### src/rtl/dmem_arb_pkg.sv
// Shared types and helpers for the data-memory arbiter between the CPU data
// port and the debug/loader port.
package dmem_arb_pkg;

    localparam int DEF_N          = 64;
    localparam int DEF_AW         = 6;
    localparam int DEF_STARVE_MAX = 4;

    typedef enum logic {
        CPU_OWN = 1'b0,
        DBG_OWN = 1'b1
    } arb_state_t;

    // CPU addresses are byte addresses of 8-byte words; only the word index bits reach dmem.
    function automatic logic [DEF_AW-1:0] word_index(input logic [DEF_N-1:0] addr);
        return addr[DEF_AW+2:3];
    endfunction

endpackage

### src/rtl/starve_counter.sv
// Saturating counter of consecutive denied debug cycles; at_max forces a debug grant.
module starve_counter
    import dmem_arb_pkg::*;
#(
    parameter int MAX = DEF_STARVE_MAX
) (
    input  logic clk,
    input  logic reset,
    input  logic clear,
    input  logic incr,
    output logic at_max
);

    localparam int W = $clog2(MAX + 1);

    logic [W-1:0] count;

    always_ff @(posedge clk) begin
        if (reset || clear) begin
            count <= '0;
        end else if (incr && (count != W'(MAX))) begin
            count <= count + 1'b1;
        end
    end

    assign at_max = (count == W'(MAX));

endmodule

### src/rtl/dmem_arbiter.sv
// Arbitrates the single-port dmem between the CPU data port (default owner) and
// the debug port (idle cycles, starvation-forced grants, locked bursts).
module dmem_arbiter
    import dmem_arb_pkg::*;
#(
    parameter int N          = DEF_N,
    parameter int AW         = DEF_AW,
    parameter int STARVE_MAX = DEF_STARVE_MAX
) (
    input  logic          clk,
    input  logic          reset,
    input  logic          cpu_req,
    input  logic          cpu_we,
    input  logic [N-1:0]  cpu_addr,
    input  logic [N-1:0]  cpu_wdata,
    output logic [N-1:0]  cpu_rdata,
    output logic          cpu_stall,
    input  logic          dbg_req,
    input  logic          dbg_we,
    input  logic          dbg_lock,
    input  logic [AW-1:0] dbg_addr,
    input  logic [N-1:0]  dbg_wdata,
    output logic          dbg_gnt,
    output logic [N-1:0]  dbg_rdata,
    output logic          dbg_rvalid,
    output logic [AW-1:0] mem_addr,
    output logic [N-1:0]  mem_writeData,
    output logic          mem_memWrite,
    output logic          mem_memRead,
    input  logic [N-1:0]  mem_readData
);

    arb_state_t state;
    arb_state_t state_next;
    logic       cpu_gnt;
    logic       sc_max;

    starve_counter #(
        .MAX(STARVE_MAX)
    ) u_starve (
        .clk   (clk),
        .reset (reset),
        .clear (dbg_gnt || !dbg_req || (state == DBG_OWN)),
        .incr  (dbg_req && !dbg_gnt),
        .at_max(sc_max)
    );

    always_comb begin
        dbg_gnt = 1'b0;
        cpu_gnt = 1'b0;
        if (state == DBG_OWN) begin
            dbg_gnt = dbg_req;
        end else begin
            dbg_gnt = dbg_req && (!cpu_req || sc_max);
            cpu_gnt = cpu_req && !dbg_gnt;
        end
    end

    assign cpu_stall = cpu_req && !cpu_gnt;
    assign cpu_rdata = mem_readData;

    always_comb begin
        mem_addr      = '0;
        mem_writeData = '0;
        mem_memWrite  = 1'b0;
        mem_memRead   = 1'b0;
        if (dbg_gnt) begin
            mem_addr      = dbg_addr;
            mem_writeData = dbg_wdata;
            mem_memWrite  = dbg_we;
            mem_memRead   = !dbg_we;
        end else if (cpu_gnt) begin
            mem_addr      = AW'(word_index(cpu_addr));
            mem_writeData = cpu_wdata;
            mem_memWrite  = cpu_we;
            mem_memRead   = !cpu_we;
        end
    end

    // A burst beat with dbg_lock low is still granted; ownership returns after it.
    always_comb begin
        state_next = state;
        case (state)
            CPU_OWN: if (dbg_gnt && dbg_lock) state_next = DBG_OWN;
            DBG_OWN: if (!dbg_req || !dbg_lock) state_next = CPU_OWN;
            default: state_next = CPU_OWN;
        endcase
    end

    always_ff @(posedge clk) begin
        if (reset) begin
            state      <= CPU_OWN;
            dbg_rvalid <= 1'b0;
            dbg_rdata  <= '0;
        end else begin
            state      <= state_next;
            dbg_rvalid <= dbg_gnt && !dbg_we;
            if (dbg_gnt && !dbg_we) begin
                dbg_rdata <= mem_readData;
            end
        end
    end

endmodule

### config.mk
export PLATFORM = sky130hd
export DESIGN_NAME = dmem_arbiter
export DESIGN_NICKNAME = d
export VERILOG_FILES = /design/src/rtl/dmem_arb_pkg.sv /design/src/rtl/starve_counter.sv /design/src/rtl/dmem_arbiter.sv
export SDC_FILE = /design/constraint.sdc
export NUM_CORES = 1
export LEC_CHECK = 0
export ABC_AREA = 1
export CAP_MARGIN = 10
export CORE_AREA = 2 2 184 186
export DETAILED_ROUTE_END_ITERATION = 10
export DIE_AREA = 0 0 186 188
export DONT_BUFFER_PORTS = 1
export HOLD_SLACK_MARGIN = 0.12
export PLACE_DENSITY = 0.31
export SLEW_MARGIN = 10
export SYNTH_ARGS = -nofsm -noshare
export SYNTH_HDL_FRONTEND = slang
export SYNTH_SLANG_ARGS = --single-unit
export TNS_END_PERCENT = 20
### constraint.sdc
create_clock -name clk -period 1.5 [get_ports clk]
set_input_delay 0.225 -clock clk [delete_from_list [all_inputs] [get_ports clk]]
set_output_delay 0.225 -clock clk [all_outputs]
set_load 0.02 [all_outputs]
==> flow_summary.yaml <==
sta:
  worst_pin_slew_ns: 0.345
  hold-worst-slack_ns: 0.115
  rsz0062_at_grt: "yes"
  setup_violations: 89
  setup_tns_ns: -29.07
  max_clock_freq_mhz: 517
  finalHoldViolCount: 0
  min_period_ns: 1.93
  clock_skew_ns: 0.0104
  layout_worst_path_cycle_share_pct: 129
  drv_slew: 0
  finalWorstSetupSlack_ns: -0.434
  slew_headroom_pct: 77.0
grt:
  grt_pass1_wl_um: 31400
  grt_max_degree: 69
  grt_antenna_before_repair: 4
  grt_pass1_vias: 4773
  grt_usage_pct: 12.4
  grt-ovfl-total: 0
power:
  power_mw: 5.85
  comb_power_share_pct: 28.7
  power.switching_mw: 2.07
  p_int_mw: 3.78
  power_density_mw_per_mm2: 840
  clockPowerShare_pct: 34.8
  vdd_ir_drop_max_mv: 0.411
  swShare_pct: 35.3
  p_leak_nw: 3.58
  p_seq_share_pct: 36.5
route:
  vias_per_cell: 3.69
  drt_iter0_markers: 206
  drcViolationCount: 0
  routed_wl_um: 23100
  final_antenna_net_count: 0
  vias: 4849
  routedWlPerCell_um: 17.5
  dr.pass1.iters: 4
clock_network:
  cts.sinks: 69
  cts_tree: "yes"
  cts.clk_slew.worst_paths_ns: 0.06
  worstSkewPairLatency_ns: 0.34
  h-tree-depth: 3
  cts.path.max_buffers: 2
  cts_made_buffers: 9
  cts_root_buffer: "clkbuf_16"
placement:
  place_hpwl_um: 16600
  portBuffers: 0
  place_congestion: 0.879
finish:
  multi_input_area_mm2: 0.00270
  utilization_pct: 21.0
  seqCellArea_mm2: 0.00138
  drive_above_1_share_pct: 28.5
  area_growth_pct: 41.9
  fillers: 3768
  nets: 1129
logic_synthesis:
  synthFlopType: "dfxtp_1"
  synth-seq-cells: 69
  ys.warnings.count: 0
  syn-num-nets: 1141
  netlist_top_cells_area: "dfxtp_1 28%, nand2_1 26%, inv_1 14%"
  netlist.area_leader.share_pct: 28.2
  synth_top_cell_by_area: "dfxtp_1"
  synth_edf_count: 0
  avgSynthCellArea_um2: 5.64
  synth.most_common_cell: "nand2_1"
  synth_cells: 870
  synthArstFlopShare_pct: 0
  synth_commonest_cells: "343 x nand2_1, 189 x inv_1, 71 x nor2_1, 69 x dfxtp_1"
  ys_types: 16
  seq_area_frac_synth_pct: 28.2
  synth_area_mm2: 0.00490
run:
  cap_violations: 0
floorplan:
  io_pins: 472
  fp-row-count: 67
  start_util_pct: 14.8
  fp.dieW_um: 186
  dieArea_mm2: 0.0350
  core_mm2: 0.0331
  die_h_um: 188
setup_path:
  critPathMaxFanout: 6
  cp-end-kind: "primary output"
  cp-start-kind: "flip-flop"
  critPathKind: "flip-flop to primary output"
  arrival_ns: 1.71
  cp.required_ns: 1.27
min_path:
  hold_path.class: "input pin to flip-flop"
outcome:
  status: "finished, violations left"
  violations: "setup timing"
[path summary, 6_finish.rpt]
| check | from | to | slack (ns) | cells after the start |
|---|---|---|---|---|
| max reg2reg | u_starve.count[0]$_SDFFE_PP0P_ | dbg_rdata[49]$_SDFFE_PP0P_ | -0.02 | 10 |
| max | u_starve.count[0]$_SDFFE_PP0P_ | mem_writeData[42] | -0.43 | 10 |
| min reg2reg | u_starve.count[0]$_SDFFE_PP0P_ | u_starve.count[0]$_SDFFE_PP0P_ | 0.51 | 2 |
| min | mem_readData[50] | dbg_rdata[50]$_SDFFE_PP0P_ | 0.11 | 4 |
[cell families after synthesis]
family / share of synthesized area, %
buffers and inverters: 30.5
flip-flops: 28.2
AO/OA/AOI/OAI: 0.204
adder cells (fa/ha/maj): 0.510
XOR/XNOR: 0.179
AND/OR/NAND/NOR: 40.5
[timing repair]
action	CTS	global route
hold buffers	15	2
hold endpoints to repair	64	7
cloned	5	5
buffers inserted	8	2
endpoints found under the setup margin	139	139
pin swaps	37	39
resized for setup	154	95
[cell type report]
type / instances / share of cell area [%]
clock buffers: 13 / 3.60
inverters: 201 / 11.0
repair buffers: 90 / 18.3
flip-flops and latches: 69 / 19.9
clock inverters: 2 / 0.144
diodes: 5 / 0.180
well taps: 448 / 8.05
multi-input cells: 487 / 38.8
[stage by stage]
stage | area (um^2) | std cells | worst slack [ns]
after detailed placement | 5350 | 1258 | -0.256
after global placement | 5350 | 1258 | -0.258
after CTS | 6460 | 1301 | -0.475
after global routing | 6960 | 1314 | -0.518
final | 6960 | 1315 | -0.434
after floorplan | 4910 | 870 | -0.00194
[placed cells by master (no fill, tap or decap)]
cell type      instances
dfxtp_1               67
inv_8                  1
nand4_1               64
inv_1                185
buf_8                  1
clkbuf_16             13
ha_1                   1
nand3_4                2
nand3_2                1
xnor2_1                1
clkinv_2               2
ha_4                   1
bufbuf_16              1
buf_4                 17
dlygate4sd3_1         17
nand3_1                1
buf_12                23
nand2_2               83
diode_2                5
nand2_1              205
clkbuf_8               1
buf_16                 4
inv_2                 14
inv_6                  1
nand2_8                2
buf_6                 23
nor2_2                 1
dfxtp_2                2
nand2_4               53
clkbuf_1               3
nor2_1                70
o21ai_0                2
[sequential cells by signal (all words and copies together) (netlist names)]
register        count
state               1
dbg_rvalid          1
u_starve.count      3
dbg_rdata          64
[worst max-delay path: stages, from the launching register on]
cell     delay, ns
dfxtp_2       0.32
inv_2         0.06
ha_4          0.15
nand3_2       0.09
nand2_4       0.09
inv_6         0.04
buf_12        0.13
buf_12        0.14
buf_12        0.13
nand2_1       0.11
nand2_4       0.09
[routing by layer]
metal,GRT usage (%),routed length [um]
met1,12.2,8180
met2,23.1,12300
met3,3.50,1690
met4,7.00,939
met5,0,0
[power groups by stage]
stage / Sequential [mW] / Combinational (mW) / Clock [mW]
after floorplan: 2.15 / 1.09 / 0
after global routing: 2.15 / 1.82 / 2.24
final: 2.14 / 1.68 / 2.03
after global placement: 2.18 / 1.25 / 0
after detailed placement: 2.18 / 1.25 / 0
after CTS: 2.14 / 1.55 / 2.17
(Power assumes the default switching activity.)
